### config.mk
export PLATFORM = sky130hd
export DESIGN_NAME = if_id_fetch_queue
export DESIGN_NICKNAME = d
export VERILOG_FILES = /design/src/rtl/if_id_fetch_queue.sv
export SDC_FILE = /design/constraint.sdc
export NUM_CORES = 1
export LEC_CHECK = 0
export ABC_AREA = 1
export CORE_UTILIZATION = 55
export CTS_CLUSTER_SIZE = 30
export DETAILED_ROUTE_END_ITERATION = 10
export PLACE_DENSITY = 0.82
export SKIP_CTS_REPAIR_TIMING = 1
export SYNTH_ARGS = -nofsm -noshare
export SYNTH_HDL_FRONTEND = slang
export SYNTH_SLANG_ARGS = --single-unit
### constraint.sdc
create_clock -name clk -period 12.4 [get_ports clk]
set_clock_uncertainty 0.05 [all_clocks]
set_input_delay 1.86 -clock clk [delete_from_list [all_inputs] [get_ports clk]]
set_output_delay 1.86 -clock clk [all_outputs]
set_load 0.01 [all_outputs]
### src/rtl/if_id_fetch_queue.sv
// IF/ID decoupling queue: a DEPTH-entry circular buffer of {pc, instruction} pairs
// between fetch and decode, with a one-cycle branch flush and a saturating squash counter.
module if_id_fetch_queue #(
    parameter int              XLEN         = 32,
    parameter int              DEPTH        = 4,
    parameter logic [XLEN-1:0] BUBBLE_INSTR = '0,
    parameter int              CNT_W        = 16
) (
    input  logic                     clk,
    input  logic                     reset,
    input  logic                     fetch_valid,
    input  logic [XLEN-1:0]          fetch_pc,
    input  logic [XLEN-1:0]          fetch_instr,
    output logic                     fetch_ready,
    output logic                     dec_valid,
    output logic [XLEN-1:0]          dec_pc,
    output logic [XLEN-1:0]          dec_instr,
    input  logic                     dec_ready,
    input  logic                     flush,
    output logic [$clog2(DEPTH):0]   count,
    output logic                     full,
    output logic                     empty,
    output logic [CNT_W-1:0]         flushed_cnt
);

    localparam int PTR_W = $clog2(DEPTH);
    localparam int OCC_W = PTR_W + 1;
    localparam int SUM_W = ((CNT_W > OCC_W) ? CNT_W : OCC_W) + 1;
    localparam logic [OCC_W-1:0] DEPTH_CNT = OCC_W'(DEPTH);
    localparam logic [CNT_W-1:0] CNT_MAX   = '1;

    logic [PTR_W-1:0] wrPtr_q, wrPtr_d;
    logic [PTR_W-1:0] rdPtr_q, rdPtr_d;
    logic [OCC_W-1:0] count_q, count_d;
    logic [CNT_W-1:0] flushedCnt_q, flushedCnt_d;
    logic [XLEN-1:0]  pcMem_q    [DEPTH];
    logic [XLEN-1:0]  instrMem_q [DEPTH];
    logic             push;
    logic             pop;
    logic [SUM_W-1:0] flushSum;

    assign full        = (count_q == DEPTH_CNT);
    assign empty       = (count_q == '0);
    assign fetch_ready = !full;
    assign dec_valid   = !empty;
    assign push        = fetch_valid & fetch_ready;
    assign pop         = dec_valid & dec_ready;
    assign count       = count_q;
    assign flushed_cnt = flushedCnt_q;

    // Head is masked while empty so stale or uninitialised storage never reaches decode.
    assign dec_pc    = dec_valid ? pcMem_q[rdPtr_q]    : '0;
    assign dec_instr = dec_valid ? instrMem_q[rdPtr_q] : BUBBLE_INSTR;

    always_comb begin
        wrPtr_d      = wrPtr_q;
        rdPtr_d      = rdPtr_q;
        count_d      = count_q;
        flushedCnt_d = flushedCnt_q;
        flushSum     = SUM_W'(flushedCnt_q) + SUM_W'(count_q);
        if (flush) begin
            wrPtr_d = '0;
            rdPtr_d = '0;
            count_d = '0;
            if (flushSum > SUM_W'(CNT_MAX)) begin
                flushedCnt_d = CNT_MAX;
            end else begin
                flushedCnt_d = flushSum[CNT_W-1:0];
            end
        end else begin
            if (push) begin
                wrPtr_d = wrPtr_q + 1'b1;
            end
            if (pop) begin
                rdPtr_d = rdPtr_q + 1'b1;
            end
            case ({push, pop})
                2'b10:   count_d = count_q + 1'b1;
                2'b01:   count_d = count_q - 1'b1;
                default: count_d = count_q;
            endcase
        end
    end

    always_ff @(posedge clk) begin
        if (reset) begin
            wrPtr_q      <= '0;
            rdPtr_q      <= '0;
            count_q      <= '0;
            flushedCnt_q <= '0;
        end else begin
            wrPtr_q      <= wrPtr_d;
            rdPtr_q      <= rdPtr_d;
            count_q      <= count_d;
            flushedCnt_q <= flushedCnt_d;
        end
    end

    // Storage has no reset; an entry is only ever read after it has been written.
    always_ff @(posedge clk) begin
        if (!reset && !flush && push) begin
            pcMem_q[wrPtr_q]    <= fetch_pc;
            instrMem_q[wrPtr_q] <= fetch_instr;
        end
    end

endmodule

======== Word-level counts from Yosys, hierarchy flattened ========
Memories as Yosys holds them, arrays and structs flattened. A register that Yosys moved wholly into a read port is not among the register bits.
Cells that the tools add are included.
storage, ports and cells
  latch bits .............................. 0
  RAM bits ................................ 256
  output and inout bits ................... 87
  memories kept ........................... 2
  bits in read-only memories .............. 0
  bits in registers ....................... 23
  input port bits ......................... 69
  logic and storage cells ................. 36
cells by class
  shifts and indexed selects .............. 0
  $add $sub $neg .......................... 5
  $mul .................................... 0
  eq/ne operators ......................... 3
  mux-type cells .......................... 10
  reductions and logical operators ........ 9
  bitwise logic cells ..................... 2
  divide/modulo/power cells ............... 0
  order comparisons ....................... 1
memory list
  memory      depth  width  read ports  clocked after Yosys merged registers in  write ports  RTL line  text
  instrMem_q  4      32     1           1                                        1            37        logic [XLEN-1:0] instrMem_q [DEPTH];
  pcMem_q     4      32     1           1                                        1            36        logic [XLEN-1:0] pcMem_q [DEPTH];
operators with widths
  cell                                                                               count
  32-bit 2-to-1 mux                                                                  2
  16-bit by 3-bit adder with 17-bit output                                           1
  17-bit by 16-bit greater-than comparator with 1-bit output, second input constant  1
  16-bit 2-to-1 mux                                                                  1
  2-bit 2-to-1 mux                                                                   4
  3-bit case mux with 2 select lines                                                 1
  2-bit by 1-bit adder with 2-bit output, second input constant                      2
  1-bit zero test                                                                    4
  3-bit by 1-bit adder with 3-bit output, second input constant                      1
  3-bit equality test, second input constant                                         1
  3-bit zero test                                                                    1
  3-bit by 1-bit subtractor with 3-bit output, second input constant                 1
  1-bit bitwise AND                                                                  2
  2-bit by 1-bit equality test with 1-bit output, second input constant              1
  2-bit equality test, second input constant                                         1
  1-bit logical AND                                                                  2
  1-bit 2-to-1 mux                                                                   2
  2-bit nonzero test                                                                 1
  2-bit OR reduction                                                                 1

======== Depth between registers and ports, before layout ========
Gate-level depths: netlist of the first run.
  depth in word-level cells ............... 6
  mapped depth ............................ 12
  gate-level depth less buffers ........... 12

======== Worst setup path before layout of the first run ========
Ideal clock, no wire load.
  path type ............................... input port to flip-flop
  from .................................... input flush
  to ...................................... memory instrMem_q[0][0], enable pin
  buffers on the path ..................... 1
  library setup time ...................... 0.487 ns
  path slack .............................. 6.699 ns
  stages .................................. 4
  arrival time ............................ 5.164 ns
  required time ........................... 11.863 ns
  cell sequence ........................... clkbuf_1 nor2_1 nand3_1 nor2_1
between the ends
  word-level cells in the longest chain between the ends .. 5
ends and longest elaborated chain
  item                                    RTL line  text
  from (decl)                             19        input logic flush,
  1-bit zero test                         101       if (!reset && !flush && push) begin
  1-bit logical AND (2 in series)         101
  1-bit 2-to-1 mux                        101
  1-bit 2-to-1 mux (implied by the code)  103       instrMem_q[wrPtr_q] <= fetch_instr;
  to (decl)                               37
No other way between the ends.

==> results.md, run 1 <==
- The die is 145 um wide.
- Input and output buffers added on the ports amount to 155.
- The mapped netlist covers 11,300 um^2.
- The power density of the placed cells is ~150 nW/um^2.
- The antenna diode count is 0.
- The average cell area after synthesis is approximately 12 um^2.
- The number of max-cap violations is 0.
- The area fraction of the dominant cell type after synthesis is 67.9%.
- The yosys synthesis warning count is 0.
- The number of vias in the routed layout is 7,685.
- Counting flops and latches in the post-synthesis netlist gives around 280.
- Setup repair after global routing left no endpoint under its margin.
- The shortest period the worst path allows is 5.46 ns.
- The clock latency reported for the late side of the worst-skew pair is 0.52 ns.
- The final setup violation count is 0.
- From synthesis to final layout, the design area changed by 24.2%.
- The worst reg2reg path endpoint is pcMem_q[3][26].
- The final setup slack of the worst path is 6.94 ns.
- The CTS tree is done.
- The root cell of the clock tree is clkbuf_16.
- The depth of the worst register-to-register path is 5.
- STA puts the critical path data arrival time at 3.55 ns.
- Counting distinct cell types in the post-synthesis netlist gives 28.
- The worst slack at placement is 7.21 ns.
- The floorplan step defined a die boundary enclosing 21,200 um^2.
- The number of antenna violations at the first check in global routing is 0.
- The library cells used most frequently in the layout, excluding fill and tap cells, are nor2_1 (279), edfxtp_1 (256), clkdlybuf4s50_1 (155).
- After layout, the design draws a total of 0.00207 W.
- The placed instances occupy a cell area of 13,100 um^2.
- The total number of clock tree sinks is 281.
- The number of clock buffers inserted by TritonCTS is 28.
- The worst hold path belongs to the class reg2reg.
- The number of top-level pins is 156.
- For this design the static power due to leakage is 4.81 nW.
- In this run the most critical hold path is launched from rdPtr_q[1].
- The area of the multi-input gates is approximately 2800 um^2.
- After synthesis, the cell types taking the most area are edfxtp_1 (68%), nor2_1 (9.4%), o21ai_0 (6.5%).
- Dividing the final minimum period by the clock period gives between 40% and 50%.
- IR analysis of the VDD net gives a maximum drop of 0.102 mV.
- STA classifies the critical path endpoint as an output pin.
- The required time at the endpoint of the critical path is 10.49 ns.
- The worst relative slew slack is 29.2%.
- In the final design database the tool counted 1,195 nets.
- Routability-driven placement finished with a final weighted congestion of 0.915.
- The first detailed-routing pass ran for 5 iterations.
- At the pin with the least slew margin, the transition time is 1.06 ns.
- The proportion of layout cells with a drive suffix above 1 is around 6.0%.
- The synthesized netlist cell count is 972.
- The count of cells along the worst hold path is 2.
- The first global-routing pass estimated 37,900 um of wire.
- Using the TritonRoute via totals, the vias-per-cell ratio works out to 5.46.
- For this configuration, the core starts out at a cell density of 56.0%.
- Summing all flip-flop and latch instances after layout gives 8190 um^2.
- The number of nets in the synthesized netlist is 1,051.
- The number of max-slew violations in the final report is 0.
- After clock tree synthesis, the clock-pin slew on the worst setup and hold paths is 0.06 ns.
- The longest clock path from root to sink contains 3 buffers.
- Of the synthesized area, sequential elements account for 72.3%.
- The half-perimeter wire length after detailed placement is 13,600 um.
- The average detailed-routed wire length per instance is 17.0 um.
- The floorplan step set the die height to approximately 150 um.
- In the global route stage, overall resource usage came out at 22.6%.
- In the routed design, unresolved DRC markers number 0.
- The library cell with the largest summed area after synthesis is edfxtp_1.
- The number of cell rows is 52.
- The total wirelength of the detailed-routed design is roughly 24,000 um.
- For flop-to-flop paths, the worst setup slack is 9.48 ns.
- In this run the number of H-tree levels came out at 1.
- The startpoint identified for the worst register-to-register timing path is count[1].
- The critical-path maximum fanout is 65.
- Adding up every negative setup slack in the final design gives 0 ns.
- The most common cell after layout, fill and taps aside is nor2_1.
- The via count of the first global-routing pass is roughly 7,600.
- The final design instance area without fill is between 10,000 and 15,000 um^2.
- The post-route antenna net violation count is 0.
- The count of fill cells added during filler insertion is 1,397.
- Derived from the worst setup path, the maximum achievable clock frequency is 183 MHz.
- Entering global routing, the biggest net connects 99 pins.
- The critical path startpoint category is a flip-flop.
- The total congestion overflow after global routing is 0.
- The initial DRC count is roughly 500.
- The run finished with clean final reports.
- The total area inside the core boundary comes to 20,200 um^2.
- The number of failing hold endpoints at the final stage is 0.
- The classification of the worst setup path is reg2out.
- The minimum hold slack is between 0.4 and 0.5 ns.
-- state kept, by name (all words and copies together), names as in the netlist, named ones only --
register / count
instrMem_q: 128
flushed_cnt: 16
count: 3
pcMem_q: 128
wrPtr_q: 2
rdPtr_q: 2
-- cell families (layout without fill, tap and decap cells) --
kind of cell             count (synthesis)  count (layout)  synth area share (%)
XOR/XNOR                                 7               7                 0.542
AO/OA/AOI/OAI                          238             238                  10.6
buffers and inverters                   88             254                  3.15
AND/OR/NAND/NOR                        348             348                  12.2
flip-flops                             281             281                  72.3
adder cells (fa/ha/maj)                 10              10                  1.24
-- worst max-delay path by stage --
stage	startpoint	endpoint	slack (ns)	cells after the start
global route	flip-flop	dec_instr[12]	6.78	7
global placement	flush	pcMem_q[3][16]	7.25	5
detailed placement	flush	pcMem_q[3][16]	7.21	5
CTS	flip-flop	dec_instr[12]	6.96	7
floorplan	flush	instrMem_q[0][0]	6.70	4
finish	flip-flop	dec_instr[12]	6.94	7
-- final cells by class --
class | instances | area share [%]
sequential | 281 | 58.3
clock inverter | 15 | 1.24
inverter | 37 | 0.997
tap | 270 | 2.40
timing repair buffer | 165 | 11.6
multi-input combinational | 603 | 20.0
clock buffer | 37 | 5.52
-- layer usage --
metal / routed length (um) / global-route usage, % / vias to the layer above
li1: - / - / 3689
met1: 9940 / 29.7 / 3655
met2: 11900 / 38.6 / 290
met3: 1370 / 2.92 / 51
met4: 645 / 8.79 / 0
met5: 0 / 0 / -
-- power by group --
part / internal [W] / total, W / switching (W)
registers: 0.00105 / 0.00106 / 0.00000914
logic: 0.0000740 / 0.000159 / 0.0000848
clock network: 0.000521 / 0.000850 / 0.000329
-- synthesized netlist by cell type --
| master | number |
|---|---|
| nor2_4 | 1 |
| fa_1 | 2 |
| nand4_2 | 1 |
| xnor2_1 | 2 |
| inv_1 | 35 |
| nor3_2 | 1 |
| nand2_1 | 35 |
| o21a_1 | 1 |
| buf_1 | 9 |
| nand2_2 | 1 |
| edfxtp_1 | 256 |
| nand4_1 | 2 |
| o21ai_1 | 3 |
| a21oi_1 | 85 |
| ha_1 | 8 |
| nand3b_1 | 2 |
| o21bai_1 | 1 |
| nor2_1 | 283 |
| o21ai_2 | 1 |
| o21ai_0 | 147 |
| buf_2 | 21 |
| xor2_1 | 5 |
| nand3_1 | 17 |
| nor2_2 | 4 |
| inv_2 | 2 |
| dfxtp_1 | 25 |
| nor3_1 | 1 |
| clkbuf_1 | 21 |
-- metrics by stage --
step	utilization (%)	instances
5_1_grt	69.5	1408
4_1_cts	69.5	1408
6_report	69.5	1408
3_3_place_gp	64.8	1356
3_5_place_dp	64.8	1356
2_1_floorplan	-	972
-- worst max-delay path, cell delays in order (launching register included) --
cell and delay [ns]:
dfxtp_2 0.31, buf_4 0.62, inv_2 0.49, buf_4 0.41, nor2_1 0.16, o21ai_0 0.10, a21oi_1 0.28, clkdlybuf4s50_1 0.59
Power figures use the tool's default switching activity.
==> run 2, diff against run 1 <==
CORE_UTILIZATION = 49   (was 55)
PLACE_DENSITY = 0.77   (was 0.82)
clock period = 4.79 ns   (was 12.4 ns; I/O delays follow)
==> results.md, run 2 (synthesis results as in run 1) <==
- The most common cell after layout, fill and taps aside is nor2_1.
- The critical path startpoint category is a flip-flop.
- TritonCTS built the clock tree.
- The buffer depth of the longest clock path is 3.
- The number of failing hold endpoints at the final stage came to 0.
- In this run the static leakage power is about 4.8 nW.
- The floorplan step set the die width to 154 um.
- For this run, the slowest stage of the critical path takes 0.78 ns.
- The flow ran to the end, and the final reports show no timing, DRC or antenna violations.
- The finished cells cover 14,000 um^2.
- The data arrival at the endpoint of the critical path is 2.96 ns.
- The worst relative slew slack is 30.7%.
- For this block, the initial DRC count from the detailed router was 459.
- The classification of the worst-slack hold path is reg2reg.
- The number of clock buffers inserted by TritonCTS is 28.
- The number of buffers and inverters on the critical path is 2.
- The number of optimization iterations in the first detailed-route pass is 5.
- In this run the standard cell core region covers 22,600 um^2.
- At the later pin of the worst-skew pair, clock insertion delay measures 0.53 ns.
- The area added between synthesis and finish is 24.0%.
- The die extent in y is 154 um.
- The category of the worst setup path capture point is an output pin.
- The number of DRC violations after detailed routing is 0.
- The number of top-level pins is ~160.
- The slew of the pin with the lowest slew margin is 1.04 ns.
- Entering global routing, the biggest net connects 83 pins.
- For this design, the sink count on the clock tree is 281.
- Along the worst path, the maximum fanout reaches 61.
- The post-route antenna net violation count is 0.
- Detailed placement finished with a half-perimeter wire length of 13,700 um.
- Summing all placed instances gives a cell area of 13,200 um^2.
- The largest voltage drop on the vdd net is between 0.2 and 0.25 mV.
- The count of fill cells added during filler insertion is 1,747.
- Across all register-to-register paths, the minimum setup slack is 2.30 ns.
- The number of port buffers is 155.
- The number of vias per cell is 5.31.
- The number of vias in the routed layout is roughly 7,600.
- The number of antenna violations at the first check in global routing is 2.
- After clock tree synthesis, the clock-pin slew on the worst setup and hold paths is 0.06 ns.
- The proportion of layout cells with a drive suffix above 1 is 6.04%.
- The first-pass GRT wire length is 37,400 um.
- The number of max-cap violations is 0.
- After global routing the overflow that remains totals 0.
- The H-tree depth is 1.
- The final clock period utilization by the worst path is 77.9%.
- The average detailed-routed wire length per instance is 17.0 um.
- The floorplan has 55 rows.
- The required time at the endpoint of the critical path is 4.02 ns.
- The final layout contains between 1,000 and 1,500 nets.
- Traced cell by cell, the critical path runs through buf_4 > nor2_1 > nor2_1 > o21ai_0 > a21oi_1 > clkdlybuf4s50_1.
- The die covers approximately 24,000 um^2.
- For this configuration, the core starts out at a cell density of 50.0%.
- The number of max-slew violations in the final report is 0.
- Setup violations remaining at the end of the flow were counted as 0.
- The via count of the first global-routing pass was between 7,000 and 8,000.
- The setup path with the least slack is of type reg2out.
- Setup repair after global routing left no endpoint under its margin.
- Timing would allow up to 268 MHz.
- Global routing consumed, over all layers together, 20.3% of the routing resources.
- The placer congestion estimate is 0.907.
- For this block, the routed nets add up to 24,200 um of wire.
- The shortest period the worst path allows is 3.73 ns.
- In the final timing run, aggregate negative setup slack is 0 ns.
- For this design the ratio of total power to cell area is 367 nW/um^2.
- Leaving out fill and tap cells, the most frequent cells in the layout are nor2_1 (279), edfxtp_1 (256), clkdlybuf4s50_1 (155).
- In this design, the critical path's most frequently occurring cell is nor2_1.
- CTS placed an instance of clkbuf_16 at the clock tree root.
- The kind of cell with the highest combined delay on the critical path is buffers and inverters.
- On the critical path, the stage with the largest delay is an instance of dfxtp_4.
==> run 2: report_power, final <==
group	total [W]	switching, W	internal [W]
combinational	0.000406	0.000213	0.000193
clock	0.00201	0.000859	0.00115
sequential	0.00274	0.0000267	0.00271
==> run 2: final timing paths <==
check | startpoint | end | depth (start not counted)
worst max register to register | count[2] | count[2] | 10
worst min register to register | rdPtr_q[1] | flip-flop | 2
worst min-delay path | rdPtr_q[1] | flip-flop | 2
worst max-delay path | flip-flop | dec_instr[18] | 6
==> run 2: through the flow <==
step / power [W] / cells / setup slack, ns / utilization [%] / hold slack [ns]
6_report: 0.00516 / 1428 / 1.06 / 62.0 / 0.408
5_1_grt: 0.00533 / 1428 / 0.881 / 62.0 / 0.424
4_1_cts: 0.00520 / 1427 / 1.01 / 62.0 / 0.407
3_5_place_dp: 0.00320 / 1376 / 1.26 / 58.2 / 0.397
3_3_place_gp: 0.00319 / 1376 / 1.28 / 58.2 / 0.395
2_1_floorplan: 0.00296 / 972 / 0.231 / - / 0.386
==> run 2: layer usage <==
layer | vias to the layer above | global-route usage [%] | wire length [um]
met5 | - | 0 | 0
met3 | 42 | 3.47 | 1560
met2 | 238 | 34.8 | 11900
li1 | 3691 | - | -
met4 | 0 | 6.57 | 593
met1 | 3615 | 26.3 | 10200
==> run 2: tightest hold or removal path: cells and delay by family, from the launching register on <==
family | cells | cell delay, ns
compound gates | 1 | 0.07
buf+inv | 1 | 0.06
flops | 1 | 0.30
==> run 2: area by class of cell <==
cell class	count	area [um^2]	area share, %
Sequential cell	281	8190	58.4
Multi-Input combinational cell	603	2810	20.0
Timing Repair Buffer	170	1680	11.9
Clock buffer	35	748	5.33
Tap cell	285	357	2.54
Inverter	37	140	0.998
Clock inverter	16	106	0.758
Antenna cell	1	2.50	0.0178
